$ cat src/rtl/bcd_pkg.sv
// Shared types and sizing for the 4-digit BCD to 14-bit binary converter.
//   state_e     : converter FSM states (IDLE, SHIFT, DONE)
//   BIN_W       : width of the binary result
//   BCD_DIGITS  : number of BCD input digits
//   SHIFT_ITERS : number of shift/adjust cycles per conversion
package bcd_pkg;

  localparam int unsigned BIN_W       = 14;
  localparam int unsigned BCD_DIGITS  = 4;
  localparam int unsigned DIGIT_W     = 4;
  localparam int unsigned BCD_W       = BCD_DIGITS * DIGIT_W;
  localparam int unsigned SHIFT_ITERS = 14;
  localparam int unsigned CNT_W       = 4;

  typedef enum logic [1:0] {
    IDLE  = 2'd0,
    SHIFT = 2'd1,
    DONE  = 2'd2
  } state_e;

endpackage

$ cat src/rtl/bcd_digit_adjust.sv
// Per-digit correction step of reverse double-dabble.
//   digit_i : BCD digit after the right shift
//   digit_o : digit_i - 3 when digit_i >= 8, otherwise digit_i
module bcd_digit_adjust
  import bcd_pkg::*;
(
  input  logic [DIGIT_W-1:0] digit_i,
  output logic [DIGIT_W-1:0] digit_o
);

  always_comb begin
    digit_o = digit_i;
    if (digit_i >= DIGIT_W'(8)) begin
      digit_o = digit_i - DIGIT_W'(3);
    end
  end

endmodule

$ cat src/rtl/bcd_to_binary_fourteen_bit.sv
// Sequential 4-digit BCD to 14-bit binary converter (reverse double-dabble).
// A start in IDLE captures the digits; 14 shift/adjust cycles follow, then
// a DONE state registers the result. done pulses for one cycle with out/err
// valid; out/err hold until the next done.
//   clk, rst_n                      : clock, asynchronous active-low reset
//   start                           : conversion request, sampled in IDLE only
//   thousands, hundreds, tens, ones : BCD digits, captured on accepted start
//   busy                            : high in SHIFT and DONE
//   done                            : one-cycle result-valid pulse
//   out                             : binary result
//   err                             : invalid-digit flag
// Optional feature macro: BCD_INPUT_CHECK_EN -- when defined, a start with any
// digit above 9 bypasses SHIFT and reports out=0, err=1. When undefined, err
// is tied low and no checking logic exists.
module bcd_to_binary_fourteen_bit
  import bcd_pkg::*;
(
  input  logic             clk,
  input  logic             rst_n,
  input  logic             start,
  input  logic [3:0]       thousands,
  input  logic [3:0]       hundreds,
  input  logic [3:0]       tens,
  input  logic [3:0]       ones,
  output logic             busy,
  output logic             done,
  output logic [BIN_W-1:0] out,
  output logic             err
);

  localparam logic [CNT_W-1:0] LAST_CNT = CNT_W'(SHIFT_ITERS - 1);

  state_e             state_q, state_d;
  logic [BCD_W-1:0]   bcd_q, bcd_d;
  logic [BIN_W-1:0]   bin_q, bin_d;
  logic [CNT_W-1:0]   cnt_q, cnt_d;
  logic [BIN_W-1:0]   out_q, out_d;
  logic               done_q, done_d;

  logic [BCD_W-1:0]   bcd_shift;
  logic [BCD_W-1:0]   bcd_adj;
  logic [BIN_W-1:0]   bin_shift;

  // One combined right shift of {bcd, bin}; the BCD LSB falls into bin MSB.
  assign bcd_shift = {1'b0, bcd_q[BCD_W-1:1]};
  assign bin_shift = {bcd_q[0], bin_q[BIN_W-1:1]};

  for (genvar g = 0; g < BCD_DIGITS; g++) begin : g_adj
    bcd_digit_adjust u_adj (
      .digit_i (bcd_shift[g*DIGIT_W +: DIGIT_W]),
      .digit_o (bcd_adj[g*DIGIT_W +: DIGIT_W])
    );
  end

`ifdef BCD_INPUT_CHECK_EN
  logic bad_q, bad_d;
  logic err_q, err_d;
  logic in_bad;

  assign in_bad = (thousands > 4'd9) || (hundreds > 4'd9) ||
                  (tens > 4'd9) || (ones > 4'd9);
`endif

  always_comb begin
    state_d = state_q;
    bcd_d   = bcd_q;
    bin_d   = bin_q;
    cnt_d   = cnt_q;
    out_d   = out_q;
    done_d  = 1'b0;
`ifdef BCD_INPUT_CHECK_EN
    bad_d   = bad_q;
    err_d   = err_q;
`endif

    unique case (state_q)
      IDLE: begin
        if (start) begin
          bcd_d   = {thousands, hundreds, tens, ones};
          bin_d   = '0;
          cnt_d   = '0;
          state_d = SHIFT;
`ifdef BCD_INPUT_CHECK_EN
          bad_d   = in_bad;
          // bin stays cleared, so the DONE path naturally yields out=0.
          if (in_bad) begin
            state_d = DONE;
          end
`endif
        end
      end

      SHIFT: begin
        bcd_d = bcd_adj;
        bin_d = bin_shift;
        cnt_d = cnt_q + CNT_W'(1);
        if (cnt_q == LAST_CNT) begin
          state_d = DONE;
        end
      end

      DONE: begin
        out_d   = bin_q;
        done_d  = 1'b1;
`ifdef BCD_INPUT_CHECK_EN
        err_d   = bad_q;
`endif
        state_d = IDLE;
      end

      default: begin
        state_d = IDLE;
      end
    endcase
  end

  always_ff @(posedge clk or negedge rst_n) begin
    if (!rst_n) begin
      state_q <= IDLE;
      bcd_q   <= '0;
      bin_q   <= '0;
      cnt_q   <= '0;
      out_q   <= '0;
      done_q  <= 1'b0;
    end else begin
      state_q <= state_d;
      bcd_q   <= bcd_d;
      bin_q   <= bin_d;
      cnt_q   <= cnt_d;
      out_q   <= out_d;
      done_q  <= done_d;
    end
  end

`ifdef BCD_INPUT_CHECK_EN
  always_ff @(posedge clk or negedge rst_n) begin
    if (!rst_n) begin
      bad_q <= 1'b0;
      err_q <= 1'b0;
    end else begin
      bad_q <= bad_d;
      err_q <= err_d;
    end
  end

  assign err = err_q;
`else
  assign err = 1'b0;
`endif

  assign busy = (state_q != IDLE);
  assign done = done_q;
  assign out  = out_q;

endmodule

$ cat config.mk
export PLATFORM = sky130hd
export DESIGN_NAME = bcd_to_binary_fourteen_bit
export DESIGN_NICKNAME = d
export VERILOG_FILES = /design/src/rtl/bcd_pkg.sv /design/src/rtl/bcd_digit_adjust.sv /design/src/rtl/bcd_to_binary_fourteen_bit.sv
export SDC_FILE = /design/constraint.sdc
export NUM_CORES = 1
export LEC_CHECK = 0
export ABC_AREA = 0
export BUFFER_PORTS_ARGS = -buffer_cell sky130_fd_sc_hd__buf_2
export CAP_MARGIN = 0
export CORE_MARGIN = 2
export CORE_UTILIZATION = 50
export DETAILED_ROUTE_END_ITERATION = 7
export PLACE_DENSITY = 0.69
export REMOVE_ABC_BUFFERS = 1
export SLEW_MARGIN = 20
export SYNTH_ARGS = -nofsm -noshare
export SYNTH_HDL_FRONTEND = slang
export SYNTH_HIERARCHICAL = 1
export SYNTH_SLANG_ARGS = --single-unit
$ cat constraint.sdc
create_clock -name clk -period 3 [get_ports clk]
set_input_delay 0.3 -clock clk [delete_from_list [all_inputs] [get_ports clk]]
set_output_delay 0.3 -clock clk [all_outputs]
set_load 0.01 [all_outputs]
==> out/results.tsv <==
stage	metric	value	unit
outcome	outcome	finished clean	
place	placedCellCount	319	
clock_network	cts_root_buffer	clkbuf_8	
logic_synthesis	mappedNetlistArea	2550	µm²
worst_hold_path	min-delay-path-class	input pin to async pin	
route	drt_iter0_drc	88	
pwr	power_switching_share	0.363	
timing	finalWorstSetupSlack	0.994	ns
global_routing	track_usage	0.163	
route	wl_per_cell	12.8	µm
run	maxcap_viol_count	0	
clock_network	hold_buf_count_cts	0	
clock_network	clk_transition_reported_paths	0.09	ns
timing	finalHoldViolCount	0	
clock_network	numClockSinks	51	
logic_synthesis	synth-warning-count	6	
floorplan	row_count	25	
worst_setup_path	critical_setup_path_class	flip-flop to flip-flop	
pwr	power-per-cell-area	985	nW/µm²
timing	maxSlewHeadroom	0.427	
logic_synthesis	yosys.cell_types.count	29	
logic_synthesis	part_of_the_yosys_area_used_for_sequential_elements	0.501	
logic_synthesis	yosysTopAreaCellShare	0.501	
timing	worst_pin_slew	0.859	ns
timing	setup_viol_count_final	0	
cells_and_area	post-route-util	0.587	
logic_synthesis	synth_cells	225	
clock_network	tritoncts.num_buffers	5	
place	post-place-ws	0.982	ns
timing	timing.final.crit_period	2.01	ns
timing	worst_clock_skew	0.00770	ns
cells_and_area	finalNonFillerCells	327	
floorplan	die_area	5680	µm²
clock_network	post_cts_buffers	0	
pwr	internal_power	1.77	mW
route	residual_antenna_violating_net_count_after_detailed_routing	0	
cells_and_area	diode_insertion_count_for_antenna_repair	0	
clock_network	cts.repair.resized	0	
logic_synthesis	synth.area.top_cells	dfrtp_1 50%, and3b_1 5.5%, mux2_4 5.3%, a22o_1 5.2%, ha_1 4.9%	
global_routing	vias_in_the_first_global_route	1583	
pwr	switchingPower	1.01	mW
worst_setup_path	startpoint_type	flip-flop	
floorplan	floorplan.die.height	75.4	µm
route	drcViolationCount	0	
place	routability_congestion	0.748	
place	place_hpwl	2860	µm
logic_synthesis	ys_ff_latch	51	
route	post_drt_via_cell_ratio	5.09	
logic_synthesis	synth_top_area_cell	dfrtp_1	
timing	post-route-period-util	0.669	
worst_setup_path	required	3.21	ns
cells_and_area	layout.cell_area.non_filler	2830	µm²
timing	unrepaired_setup_endpoints_after_global_routing	no	
clock_network	cts_max_level	2	
clock_network	cts.path.max_buffers	2	
timing	tns	0	ns
clock_network	cts_tree	done	
global_routing	grt_antenna_before_repair	0	
place	placement.cell_area	2710	µm²
timing	hold_ws	0.0122	ns
floorplan	core_area	4820	µm²
pwr	seq_power_share	0.452	
pwr	p_total	2.78	mW
route	drtPass1Iterations	5	
timing	report.final.slew_viol_count	0	
global_routing	maximum_number_of_pins_on_one_net_before_global_route_repair	36	
worst_setup_path	rr_startpoint	state_q[1]	
pwr	clock_power_share	0.175	
place	io_buffer_count	34	
worst_setup_path	worst_setup_path_startpoint	state_q[1]	
worst_setup_path	critical_path_capture_point_type	flip-flop	
floorplan	initial_utilization	0.529	
floorplan	die_w	75.4	µm
logic_synthesis	post_synth.cell_area_avg	11.3	µm²
cells_and_area	drive_gt1_frac	0.238	
route	detail_route.wirelength	4180	µm
global_routing	grt-ovfl-total	0	
worst_setup_path	worst-path-max-fanout	22	
pwr	total_leakage_power	1.48	nW
route	routed-via-count	1664	
worst_setup_path	critPathArrivalTime	2.21	ns
floorplan	boundaryPins	36	
clock_network	clk_latency	0.31	ns
cells_and_area	num-nets-final	288	
global_routing	grt_pass1_wl	7010	µm
pwr	comb_power_share	0.373	
cells_and_area	layout-area-overhead-vs-synth	11.0	%
pwr	irDropWorstVdd	428	µV
timing	maxClockFrequency	498	MHz
==> power by group through the flow <==
| stage | registers (mW) | clock network, mW | logic (mW) |
|---|---|---|---|
| 4_1_cts | 1.26 | 0.495 | 1.06 |
| 5_1_grt | 1.31 | 0.525 | 1.18 |
| 2_1_floorplan | 1.24 | 0 | 0.773 |
| 3_5_place_dp | 1.28 | 0 | 1.05 |
| 3_3_place_gp | 1.27 | 0 | 1.02 |
| 6_report | 1.26 | 0.487 | 1.04 |
==> cell usage after synthesis (all sizes together) <==
cell / instances
dfrtp: 51
nand2: 22
o21ai: 22
a21oi: 20
and3b: 16
a22o: 15
mux2: 15
buf: 12
ha: 10
inv: 10
nand2b: 6
nor2b: 5
xnor2: 4
xor2: 4
clkbuf: 2
nand3: 2
nor2: 2
a22oi: 1
a41oi: 1
and2: 1
conb: 1
o21bai: 1
o31ai: 1
or2: 1
==> registers in the layout (all words and copies together), names as in the netlist <==
name,count
out,14
cnt_q,4
state_q,2
done,1
bin_q,14
bcd_q,16
==> worst max-delay path, stage by stage, from the launching register on <==
cell and delay (ns):
dfrtp_1 0.78, nand2b_1 0.63, mux2_4 0.48
==> final timing paths <==
kind,to,slack (ns),cells past startpoint
max,out[7],0.99,2
min,bin_q[12],0.01,1
max reg2reg,out[7],0.99,2
min reg2reg,out[0],0.51,1
max in group asynchronous,state_q[0],2.27,2
min in group clk,bcd_q[8],0.37,4
==> cells in the final DEF, fill, tap and decap left out, types with 4 or more instances in the layout <==
master and instances:
mux2_2 6, nor2b_1 4, inv_1 10, mux2_4 9
buf_2 34, dfrtp_1 51, a22o_1 15, xor2_1 4
o21ai_0 14, xnor2_1 4, o21ai_1 8, conb_1 6
a21oi_1 20, nand2b_1 6, ha_1 10, nand2_1 22
clkbuf_8 5, and3b_1 16
==> per-layer routing <==
layer / wire length (µm) / global-route usage / vias to the layer above
li1: - / - / 844
met1: 1990 / 0.202 / 785
met2: 1980 / 0.272 / 29
met3: 119 / 0.0317 / 6
met4: 87 / 0.0819 / 0
met5: 0 / 0 / -
==> final cells by class <==
| cell class | instances | area [µm²] |
|---|---|---|
| clock buffers | 5 | 68.8 |
| clock inverters | 3 | 46.3 |
| fillers | 438 | 1990 |
| inverters | 10 | 37.5 |
| multi-input cells | 155 | 1130 |
| flip-flops and latches | 51 | 1280 |
| well taps | 67 | 83.8 |
| repair buffers | 36 | 185 |
==> cells by family after synthesis <==
logic type,after synthesis,share of synthesized area
AO/OA/AOI/OAI,61,0.151
XOR/XNOR,8,0.0275
adder cells (fa/ha/maj),10,0.0491
AND/OR/NAND/NOR,55,0.127
multiplexers,15,0.0796
other,1,0.00147
buffers and inverters,24,0.0634
flip-flops,51,0.501
Note: power is estimated with default switching activity, not from simulation.
